==> config.mk <==
export PLATFORM = sky130hd
export DESIGN_NAME = regfile_wb_queue
export DESIGN_NICKNAME = d
export VERILOG_FILES = /design/src/rtl/wbq_pkg.sv /design/src/rtl/wbq_bypass_match.sv /design/src/rtl/regfile_wb_queue.sv
export SDC_FILE = /design/constraint.sdc
export NUM_CORES = 1
export LEC_CHECK = 0
export ABC_AREA = 1
export CORE_MARGIN = 1
export CORE_UTILIZATION = 45
export DETAILED_ROUTE_END_ITERATION = 6
export PLACE_DENSITY_LB_ADDON = 0.25
export SETUP_SLACK_MARGIN = 0.4
export SLEW_MARGIN = 20
export SYNTH_ARGS = -nofsm -noshare
export SYNTH_HDL_FRONTEND = slang
export SYNTH_SLANG_ARGS = --single-unit
export TNS_END_PERCENT = 50
==> constraint.sdc <==
create_clock -name clk -period 3.3 [get_ports clk]
set_clock_uncertainty 0.2 [all_clocks]
set_input_delay 0.495 -clock clk [delete_from_list [all_inputs] [get_ports clk]]
set_output_delay 0.495 -clock clk [all_outputs]
set_load 0.01 [all_outputs]
==> src/rtl/wbq_pkg.sv <==
// Shared types and constants for the register-file writeback queue.
// The entry layout matches the 32x32 register file write port.
package wbq_pkg;

    localparam int REG_AW = 5;
    localparam int XLEN   = 32;

    localparam logic [REG_AW-1:0] X0 = '0;

    typedef struct packed {
        logic [REG_AW-1:0] rd;
        logic [XLEN-1:0]   data;
    } wbq_entry_t;

endpackage

==> src/rtl/wbq_bypass_match.sv <==
// Combinational priority match of one read address against the pending queue
// entries (oldest at head_ptr) and the registered write-port output stage.
module wbq_bypass_match
    import wbq_pkg::*;
#(
    parameter int DEPTH = 4,
    parameter int AW    = REG_AW,
    parameter int DW    = XLEN
) (
    input  logic [AW-1:0]                rs,
    input  wbq_entry_t                   entries [DEPTH],
    input  logic [$clog2(DEPTH)-1:0]     head_ptr,
    input  logic [$clog2(DEPTH+1)-1:0]   count,
    input  logic                         out_valid,
    input  logic [AW-1:0]                out_rd,
    input  logic [DW-1:0]                out_data,
    output logic                         hit,
    output logic [DW-1:0]                data
);

    localparam int PW = $clog2(DEPTH);
    localparam int CW = $clog2(DEPTH+1);

    logic [PW-1:0] idx;

    // Scan from the output stage through oldest to newest so the newest match wins.
    always_comb begin
        // NOTE: every signal written here gets a default first, otherwise a latch is inferred.
        hit  = 1'b0;
        data = '0;
        idx  = '0;
        if (rs != X0) begin
            if (out_valid && (out_rd == rs)) begin
                hit  = 1'b1;
                data = out_data;
            end
            for (int k = 0; k < DEPTH; k++) begin
                idx = head_ptr + PW'(k);
                if ((CW'(k) < count) && (entries[idx].rd == rs)) begin
                    hit  = 1'b1;
                    data = entries[idx].data;
                end
            end
        end
    end

endmodule

==> src/rtl/regfile_wb_queue.sv <==
// Writeback queue in front of the register file write port (A3/WD3/WE3).
// Define WBQ_BYPASS_EN to build the read-address forwarding comparators.
module regfile_wb_queue
    import wbq_pkg::*;
#(
    parameter int DEPTH = 4,
    parameter int AW    = REG_AW,
    parameter int DW    = XLEN
) (
    input  logic                         clk,
    input  logic                         rst,
    input  logic                         in_valid,
    output logic                         in_ready,
    input  logic [AW-1:0]                in_rd,
    input  logic [DW-1:0]                in_data,
    input  logic                         drain_en,
    output logic [AW-1:0]                A3,
    output logic [DW-1:0]                WD3,
    output logic                         WE3,
    input  logic [AW-1:0]                rs1,
    input  logic [AW-1:0]                rs2,
    output logic                         byp1_hit,
    output logic                         byp2_hit,
    output logic [DW-1:0]                byp1_data,
    output logic [DW-1:0]                byp2_data,
    output logic [$clog2(DEPTH+1)-1:0]   count,
    output logic                         empty,
    output logic                         full
);

    localparam int PW = $clog2(DEPTH);
    localparam int CW = $clog2(DEPTH+1);

    wbq_entry_t      mem_q [DEPTH];
    logic [PW-1:0]   wr_ptr_q, wr_ptr_d;
    logic [PW-1:0]   rd_ptr_q, rd_ptr_d;
    logic [CW-1:0]   count_q, count_d;
    logic [AW-1:0]   a3_q, a3_d;
    logic [DW-1:0]   wd3_q, wd3_d;
    logic            we3_q, we3_d;
    logic            push, pop;

    assign empty    = (count_q == '0);
    assign full     = (count_q == CW'(DEPTH));
    assign in_ready = !full;
    assign count    = count_q;
    assign A3       = a3_q;
    assign WD3      = wd3_q;
    assign WE3      = we3_q;

    // Writes to x0 complete the handshake but never occupy a slot.
    assign push = in_valid && in_ready && (in_rd != X0);
    assign pop  = drain_en && !empty;

    always_comb begin
        wr_ptr_d = wr_ptr_q;
        rd_ptr_d = rd_ptr_q;
        count_d  = count_q;
        a3_d     = a3_q;
        wd3_d    = wd3_q;
        we3_d    = pop;
        if (push) wr_ptr_d = wr_ptr_q + PW'(1);
        if (pop) begin
            rd_ptr_d = rd_ptr_q + PW'(1);
            a3_d     = mem_q[rd_ptr_q].rd;
            wd3_d    = mem_q[rd_ptr_q].data;
        end
        case ({push, pop})
            2'b10:   count_d = count_q + CW'(1);
            2'b01:   count_d = count_q - CW'(1);
            default: count_d = count_q;
        endcase
    end

    always_ff @(posedge clk or posedge rst) begin
        if (rst) begin
            // NOTE: sequential state uses non-blocking assignments so every register samples pre-edge values.
            wr_ptr_q <= '0;
            rd_ptr_q <= '0;
            count_q  <= '0;
            a3_q     <= '0;
            wd3_q    <= '0;
            we3_q    <= 1'b0;
        end else begin
            wr_ptr_q <= wr_ptr_d;
            rd_ptr_q <= rd_ptr_d;
            count_q  <= count_d;
            a3_q     <= a3_d;
            wd3_q    <= wd3_d;
            we3_q    <= we3_d;
        end
    end

    // NOTE: entry storage is not reset; count alone decides which slots are valid.
    always_ff @(posedge clk) begin
        if (push) mem_q[wr_ptr_q] <= '{rd: in_rd, data: in_data};
    end

`ifdef WBQ_BYPASS_EN
    wbq_bypass_match #(.DEPTH(DEPTH), .AW(AW), .DW(DW)) u_byp1 (
        .rs        (rs1),
        .entries   (mem_q),
        .head_ptr  (rd_ptr_q),
        .count     (count_q),
        .out_valid (we3_q),
        .out_rd    (a3_q),
        .out_data  (wd3_q),
        .hit       (byp1_hit),
        .data      (byp1_data)
    );

    wbq_bypass_match #(.DEPTH(DEPTH), .AW(AW), .DW(DW)) u_byp2 (
        .rs        (rs2),
        .entries   (mem_q),
        .head_ptr  (rd_ptr_q),
        .count     (count_q),
        .out_valid (we3_q),
        .out_rd    (a3_q),
        .out_data  (wd3_q),
        .hit       (byp2_hit),
        .data      (byp2_data)
    );
`else
    // Without forwarding, decode stalls while !empty || WE3.
    logic unused_rs;
    assign unused_rs = ^{rs1, rs2};
    assign byp1_hit  = 1'b0;
    assign byp2_hit  = 1'b0;
    assign byp1_data = '0;
    assign byp2_data = '0;
`endif

endmodule

==> results.toml <==
[worst_setup_path]
cp_max_fo = 4
critical_path_class = "reg2out"
slowest_delay_ns = 0.55
end_kind = "output pin"
path_buf_inv = 2
crit_required_ns = 2.60
crit_cells = 4
cpMaxStageDelayCell = "clkdlybuf4s50_1"
r2r_cells = 6
path_cells = "nor2_2, inv_1, nor2_1, clkdlybuf4s50_1"
start_kind = "flop"
path_delay_family = "buffers and inverters"
cp.arrival_ns = 1.80

[power]
p_switching_mw = 2.96
seq_power_share_pct = 41.1
leakage_nw = 4.75
powerDensity_mw_per_mm2 = 842
combPwrFrac_pct = 34.8
clkPwrFrac_pct = 24.1
switching_share_pct = 34.9
vdd_drop_max_mv = 0.435
intPower_mw = 5.53

[grt]
grt_pass1_vias = 5039
grt_pass1_wl_um = 25900
grt.total_usage_pct = 17.5
antenna_found_initial = 1
grt_max_degree = 77
grt_overflow = 0

[synth]
yosys-top-cells-count = "nand2_1 (308), inv_1 (163), edfxtp_1 (148)"
synth.most_common_cell = "nand2_1"
synth_top_cell_by_area = "edfxtp_1"
yosys-top-cells-area = "edfxtp_1 (52%), nand2_1 (13%), dfrtp_1 (13%), inv_1 (7.1%), buf_4 (6.0%)"
yosys_warnings = 0
synth_edf_count = 148
ys_seq_area_share_pct = 64.8
synth_area_mm2 = 0.00859
ys.flop_type = "edfxtp_1"
synth.top_cell.area_share_pct = 51.7
synth_cell_types = 22
ys_async_sr_fraction_pct = 23.3
ys_ff_latch = 193
syn_avg_cell_area_um2 = 9.91
syn_inst = 867

[cts]
post_cts_buffers = 0
cts-buffers-inserted = 17
clk_pin_slew_ns = 0.07
clockBufferDepth = 2
cts_tree = "done"
htreeDepth = 4
clock_latency_ns = 0.42
cts_hold_buf = 0
cts_root_buf = "clkbuf_16"
cts_sinks = 193
cts_resized = 0

[place]
numPortBuffers = 84
place_area_mm2 = 0.00949
place_hpwl_um = 9380
globalplace.congestion = 0.777
placed_cells = 1166

[cells_and_area]
area_growth_pct = 17.4
drive_above_1_share_pct = 6.22
multi_input_area_mm2 = 0.00201
final-seq-area_mm2 = 0.00557
fillers = 1593
fin_util_pct = 53.9
final_nets = 1008
fin_cells = 1199
finalInstanceArea_mm2 = 0.0101

[routing]
wl_um = 16000
wl_per_cell_um = 13.3
first_pass_iters = 4
via_per_inst = 4.44
vias = 5318
route.detailed.drc = 0
drt_iter0_drc = 214
postRouteAntennaNets = 0

[die]
die_w_um = 140
io_pins = 161
row_count = 50
start_util_pct = 45.9
core_area_mm2 = 0.0187
dieHeight_um = 140
die_area_mm2 = 0.0197

[timing]
hold_ws_ns = 0.199
slew_headroom_pct = 41.5
timing_worst_slew_pin_value_ns = 0.877
fin_crit_ns = 2.50
slew_viol_final = 0
tns_ns = 0
finalHoldViolCount = 0
period_share_pct = 75.7
setup_violations = 0
fmax_ghz = 0.400
rsz0062_at_grt = "false"

[worst_hold_path]
hold_class = "in2async"

[run]
maxCapViolCount = 0

[status]
outcome = "complete, no violations"
-- flip-flops by register name (all words and copies together), names as in the netlist --
signal and flops:
A3 5, mem_q 148, WE3 1, wr_ptr_q 2, WD3 32, count 3
rd_ptr_q 2
-- through the flow --
step           worst slack [ns]  total power [mW]
2_1_floorplan             0.207              5.44
3_3_place_gp              0.624              6.48
3_5_place_dp              0.612              6.54
4_1_cts                   0.770              8.59
5_1_grt                   0.668              9.06
6_report                  0.802              8.49
-- cell families (layout without fill, tap and decap cells) --
logic type / after synthesis / count (layout) / share of synthesized area (%)
other: 1 / 67 / 0.0436
flip-flops: 193 / 193 / 64.8
AO/OA/AOI/OAI: 4 / 4 / 0.393
buffers and inverters: 265 / 297 / 15.0
XOR/XNOR: 3 / 3 / 0.306
adder cells (fa/ha/maj): 6 / 6 / 0.961
AND/OR/NAND/NOR: 395 / 395 / 18.5
-- area by class of cell --
type                       instances  area share [%]
inverter                         166            6.18
tap                              234            2.90
clock inverter                    13            1.43
timing repair buffer              99            9.82
antenna                            1          0.0248
sequential                       193            55.2
clock buffer                      19            4.49
multi-input combinational        474            19.9
-- metal layers --
layer  wire [um]  part of all wire, %  vias up  track usage (%)
met1        7010                   44     2467             21.1
met3         683                  4.3       16             4.07
met2        8070                   50      140             30.8
met5           0                    0        -                0
li1            -                    -     2695                -
met4         235                  1.5        0             6.13
-- cells in the final DEF (no fill, tap or decap), types with 2 or more instances in the layout --
cell / n
ha_1: 5
xor2_1: 2
nand3_1: 76
clkbuf_8: 2
clkdlybuf4s50_1: 84
clkinvlp_4: 3
inv_2: 5
nor2_4: 4
nand2_1: 308
nor2_1: 4
clkinv_4: 3
dfrtp_2: 2
buf_12: 3
dfrtp_1: 43
inv_1: 161
o21ai_0: 2
clkbuf_16: 17
nand3b_1: 2
edfxtp_1: 148
buf_4: 12
conb_1: 66
inv_8: 5
-- worst paths after layout --
check | from | endpoint | slack [ns]
setup / recovery | count[1] | full | 0.80
hold / removal | rst | count[2] | 0.20
setup reg to reg | count[0] | mem_q[3][5] | 1.14
hold reg to reg | WD3[1] | WD3[1] | 0.28
max in group asynchronous | rst | rd_ptr_q[1] | 2.07
min in group clk | WD3[1] | WD3[1] | 0.28
-- power groups by stage --
stage	Combinational, mW	Clock [mW]	Sequential [mW]
2_1_floorplan	1.78	0	3.65
3_3_place_gp	2.94	0	3.54
3_5_place_dp	2.99	0	3.55
4_1_cts	3.01	2.08	3.50
5_1_grt	3.31	2.18	3.56
6_report	2.96	2.04	3.49
Power figures use the tool's default switching activity.
==> variant 1: new RTL, same flow settings <==
Reset style: synchronous (`rst`), changed in one clocked block.
--- a/src/rtl/regfile_wb_queue.sv
+++ b/src/rtl/regfile_wb_queue.sv
@@ -72,7 +72,7 @@
         endcase
     end
 
-    always_ff @(posedge clk or posedge rst) begin
+    always_ff @(posedge clk) begin
         if (rst) begin
             // NOTE: sequential state uses non-blocking assignments so every register samples pre-edge values.
             wr_ptr_q <= '0;
Behaviour: differs if rst is asserted again (counterexample within 4 cycles, from zero or initial values and one cycle with rst high); with rst held inactive, the same outputs for 4 cycles.
==> variant 1 against the unedited design <==
Clock power up 5%. Critical path depth up 10. Worst setup slack gained 2.5 ps. Highest routed layer unchanged. Power fell by 15%. Cell area fell by 0.38%. Area after synthesis down 0.63%. First-iteration DRC count is 52% higher. Routed wire length down 6.1%. Sequential cell count is the same.
==> variant 1: results (changes against the unedited design) <==
Outcome
  – Outcome: finished, final reports clean

Layout
  – Ratio of cells with drive above 1 in the final layout: 5.62% (-0.60 points)
  – Layout net count: 1022 (+1.4%)
  – Fillcell total: 1610 (+1.1%)
  – Top reg by flops: mem_q
  – Number of flip-flops in the largest register: 148 (unchanged)

Clocking
  – Clock Tree Root: clkbuf_16
  – Max Root-Sink Buffers: 2 (unchanged)
  – Clock transition at path regs: 70 ps (about the same)
  – H-Tree Level Count: 4 (unchanged)
  – Inserted Clock Buffers: 17 (unchanged)
  – Resized cells post-CTS: 0 (unchanged)
  – Worst-skew pair later-pin latency: 430 ps
  – Post-CTS Setup Repair Bufs: 0 (unchanged)

Power
  – Peak supply drop: 0.514 mV (+18%)
  – Flop pwr share: 43.9% (+2.8 points)
  – Pint: 5090 uW (-8.0%)
  – Clock power frac: 29.5% (+5.4 points)
  – Leak: 0.00406 uW (-14%)

Worst hold path
  – Hold_sp: wr_ptr_q[1]
  – Tightest Hold Check Type: flop to flop

Routing
  – DR iter-0 viols: 325 (+52%)
  – Drt drc: 0 (unchanged)
  – WL final: 15000 um (-6.1%)
  – Routed vias/inst: 4.36 (-1.7%)
  – DR pass1 iterations: 5 (+1)

Global route
  – Initial antenna violation count: 1 (unchanged)
  – Overall Global Routing Usage: 16.1% (-1.4 points)
  – Pin count of the biggest net entering global routing: 68 (-12%)
  – First-pass GRT wire length: 23700 um (-8.5%)
  – Vias in the first global route: 4654 (-7.6%)

Placement
  – GP Congestion: 0.702 (-9.6%)
  – Port bufs: 84 (unchanged)
  – DP Wirelength: 8930 um (-4.8%)

Timing
  – Slew @ Worst Pin: 787 ps (-89.8 ps)

Synth
  – Main synth FF type: edfxtp_1
  – Yosys Warn Count: 0 (unchanged)
  – Netlist cell types: 21 (-4.5%)
  – Sequential area share after synthesis: 62.6% (-2.2 points)
  – Number of flops mapped to enable cells by yosys: 148 (unchanged)
  – Top cells by area, synth: edfxtp_1, dfxtp_1, nor2_1
  – Async set or reset register ratio after synthesis: 0% (-23 points)
  – Post-synth top cells: nor2_1, nand2_1, edfxtp_1, inv_1, buf_4

Worst setup path
  – Cell family with most CP delay: simple AND/OR/NAND/NOR gates
  – Crit-path max FO: 5 (+1)
  – Delay of the slowest critical-path stage: 490 ps (-60 ps)
  – Reg2Reg Launch Point: count[1]
  – CP Launch Point: in_rd[2]
  – Crit-path slowest cell: clkdlybuf4s50_1
  – WP data arrival: 2620 ps (+820 ps)
## variant 1: changes by cell type after synthesis, sizes merged, moves of 2 or more
cell,before,now
nor2,9,166
nand2,308,160
dfrtp,45,0
dfxtp,0,45
a21oi,1,42
and2,0,37
nand3,76,40
inv,166,133
buf,92,98
clkbuf,7,4
nand3b,2,0
## variant 1: area by class of cell
cell class | count | area, sq um | area share (%)
Antenna cell | 1 | 2.50 | 0.0249
Clock buffer | 19 | 433 | 4.31
Clock inverter | 13 | 184 | 1.83
Inverter | 133 | 499 | 4.97
Multi-Input combinational cell | 522 | 2260 | 22.5
Sequential cell | 193 | 5350 | 53.2
Tap cell | 234 | 293 | 2.91
Timing Repair Buffer | 98 | 1030 | 10.2
## variant 1: logic make-up (layout without fill, tap and decap cells)
kind of cell               count (synthesis)  count (layout)  share of synthesized area, %
AOI/OAI and AO/OA                         45              45                          2.64
DFF                                      193             193                          62.6
adders and majority gates                  6               6                         0.967
other                                      1              67                        0.0439
buffers and inverters                    235             263                          14.2
xor gates and xnor gates                   1               1                         0.103
and+or+nand+nor                          404             404                          19.5
## variant 1: stage by stage
step	setup WS (ps)	cell area, sq um	instances	power (uW)
3_3_place_gp	372	9430	1180	5150
4_1_cts	797	10000	1212	7310
2_1_floorplan	166	8780	950	4490
6_report	804	10000	1213	7240
3_5_place_dp	341	9430	1180	5180
5_1_grt	587	10000	1212	7660
## variant 1: worst paths after layout
check	slack (ps)	endpoint	cells past startpoint
max	800	count[2]	14
max reg2reg	1040	count[2]	13
min	330	wr_ptr_q[1]	2
min reg2reg	330	wr_ptr_q[1]	2
## variant 1: routing by layer
layer	part of all wire [%]	vias to the layer above	track usage, %
li1	-	2778	-
met3	6.1	13	3.58
met2	48	156	26.9
met5	0	-	0
met1	45	2343	20.2
met4	1.0	0	6.82
==> variant 2: new RTL, config.mk and constraints unchanged <==
Without the edit above. Change the package constant `REG_AW` from 5 to 3.
--- a/src/rtl/wbq_pkg.sv
+++ b/src/rtl/wbq_pkg.sv
@@ -2,7 +2,7 @@
 // The entry layout matches the 32x32 register file write port.
 package wbq_pkg;
 
-    localparam int REG_AW = 5;
+    localparam int REG_AW = 3;
     localparam int XLEN   = 32;
 
     localparam logic [REG_AW-1:0] X0 = '0;
Interface: changed (resized A3, in_rd, rs1 and rs2); port bits go from 161 to 153. The function was not compared with the original's and may differ.
==> variant 2 against the unedited design <==
Area after synthesis down 4.7%. Non-clock buffer count down 2. Worst setup slack worse by 70 ps. Sequential cell count down 10. Count of clock-buffer cells in the layout up 5. Hold slack better by 80 ps. Via count down 3.8%. Core utilization up 0.56 points. Critical path depth unchanged. Routed wire length down 3.8%. Cell area down 5.3%. Power down 6.9%.
==> variant 2: results (changes against the unedited design) <==
Outcome
  – Outcome: finished, final reports clean

Layout
  – ANT cells: 0 (-1)
  – Fillcell total: 1502 (-5.7%)
  – Multi-input combinational area share: 20.2% (+0.32 points)
  – Number of flip-flops in the largest register: 140 (-5.4%)
  – Ratio of cells with drive above 1 in the final layout: 5.86% (-0.36 points)
  – Buffer share of cell area: 9.85% (+0.023 points)
  – Post-route cell area: 0.00956 sq mm (-5.3%)
  – Comb_multi_in: 453 (-4.4%)
  – Clock-cell share: 5.49% (-0.43 points)
  – Layout net count: 961 (-4.7%)
  – Reg area: 0.00528 sq mm (-5.2%)
  – Clkbuf count: 24 (+5)
  – Nonclk buf count: 97 (-2.0%)

Worst setup path
  – Reg2reg path depth: 9 (+3)
  – Crit-path max FO: 5 (+1)
  – WP data arrival: 1870 ps (+70 ps)
  – Reg2Reg Launch Point: count[1]
  – R2r setup slk: 1080 ps (-60 ps)
  – R2r endpoint: count[2]
  – Delay of the slowest critical-path stage: 530 ps (-20 ps)

Clocking
  – Worst-skew pair later-pin latency: 430 ps
  – Sink Count: 183 (-5.2%)
  – Resized cells post-CTS: 0 (unchanged)

Worst hold path
  – Tightest Hold Check Type: flop to flop

Routing
  – WL met1: 6470 um (-7.7%)
  – Routed WL per cell: 13.4 um (+0.65%)
  – WL final: 15400 um (-3.8%)
  – DR iter-0 viols: 264 (+23%)
  – Routed vias/inst: 4.46 (+0.63%)
  – Met2 wire length: 7870 um (-2.5%)

Global route
  – Vias in the first global route: 4894 (-2.9%)
  – First-pass GRT wire length: 24800 um (-4.5%)
  – M2 GR Usage: 31.4% (+0.57 points)
  – Overall Global Routing Usage: 18.1% (+0.58 points)
  – Met1 usage: 21.8% (+0.66 points)
  – Initial antenna violation count: 0 (-1)
  – Met3 GRT Util: 3.93% (-0.14 points)

Synth
  – Netlist cell types: 21 (-4.5%)
  – Sequential area share after synthesis: 64.5% (-0.32 points)
  – Number of flops mapped to enable cells by yosys: 140 (-5.4%)
  – Async set or reset register ratio after synthesis: 23.5% (+0.18 points)

Power
  – Combinational gate power: 2780 uW (-6%)
  – P per Cell Area: 828 mW/mm^2 (-1.7%)
  – Net switching power: 2690 uW (-9.1%)
  – Clock power frac: 23.3% (-0.8 points)
  – Peak supply drop: 0.627 mV (+44%)
  – Leak: 0.00452 uW (-4.8%)

Placement
  – Area after DPL: 0.00903 sq mm (-4.8%)
  – Dpl ws: 690 ps (+78.1 ps)
  – Inst Count DP: 1116 (-4.3%)
  – DP Wirelength: 9190 um (-2.0%)
  – GP Congestion: 0.706 (-9.1%)

Timing
  – Hold_ws: 279 ps (+80.1 ps)
  – Worst slew margin: 44.8% (+3.4 points)

Floorplanning
  – Die Area: 0.0187 sq mm (-4.7%)
==> variant 2: changes by cell type in the layout (fill, tap and decap cells not counted), moves of 5 or more <==
cell,change
nand2_1,-15
inv_8,-5
clkbuf_1,+5
inv_1,-8
edfxtp_1,-8
==> variant 2: kinds of logic after synthesis <==
group | count (synthesis) | synth area share (%)
other | 1 | 0.0458
DFF | 183 | 64.5
buffers and inverters | 253 | 15.3
adders and majority gates | 6 | 1.01
AOI/OAI and AO/OA | 4 | 0.459
xor gates and xnor gates | 3 | 0.321
and+or+nand+nor | 374 | 18.3
==> variant 2: how the worst max path moves through the flow <==
stage	startpoint	endpoint	slack [ps]	cells past startpoint
after floorplan	count[0]	mem_q[0][0]	260	4
after global placement	in_rd[2]	mem_q[0][21]	730	7
after detailed placement	in_rd[2]	mem_q[0][29]	690	7
after CTS	count[1]	full	710	4
after global routing	count[1]	full	580	4
final	count[1]	full	730	4
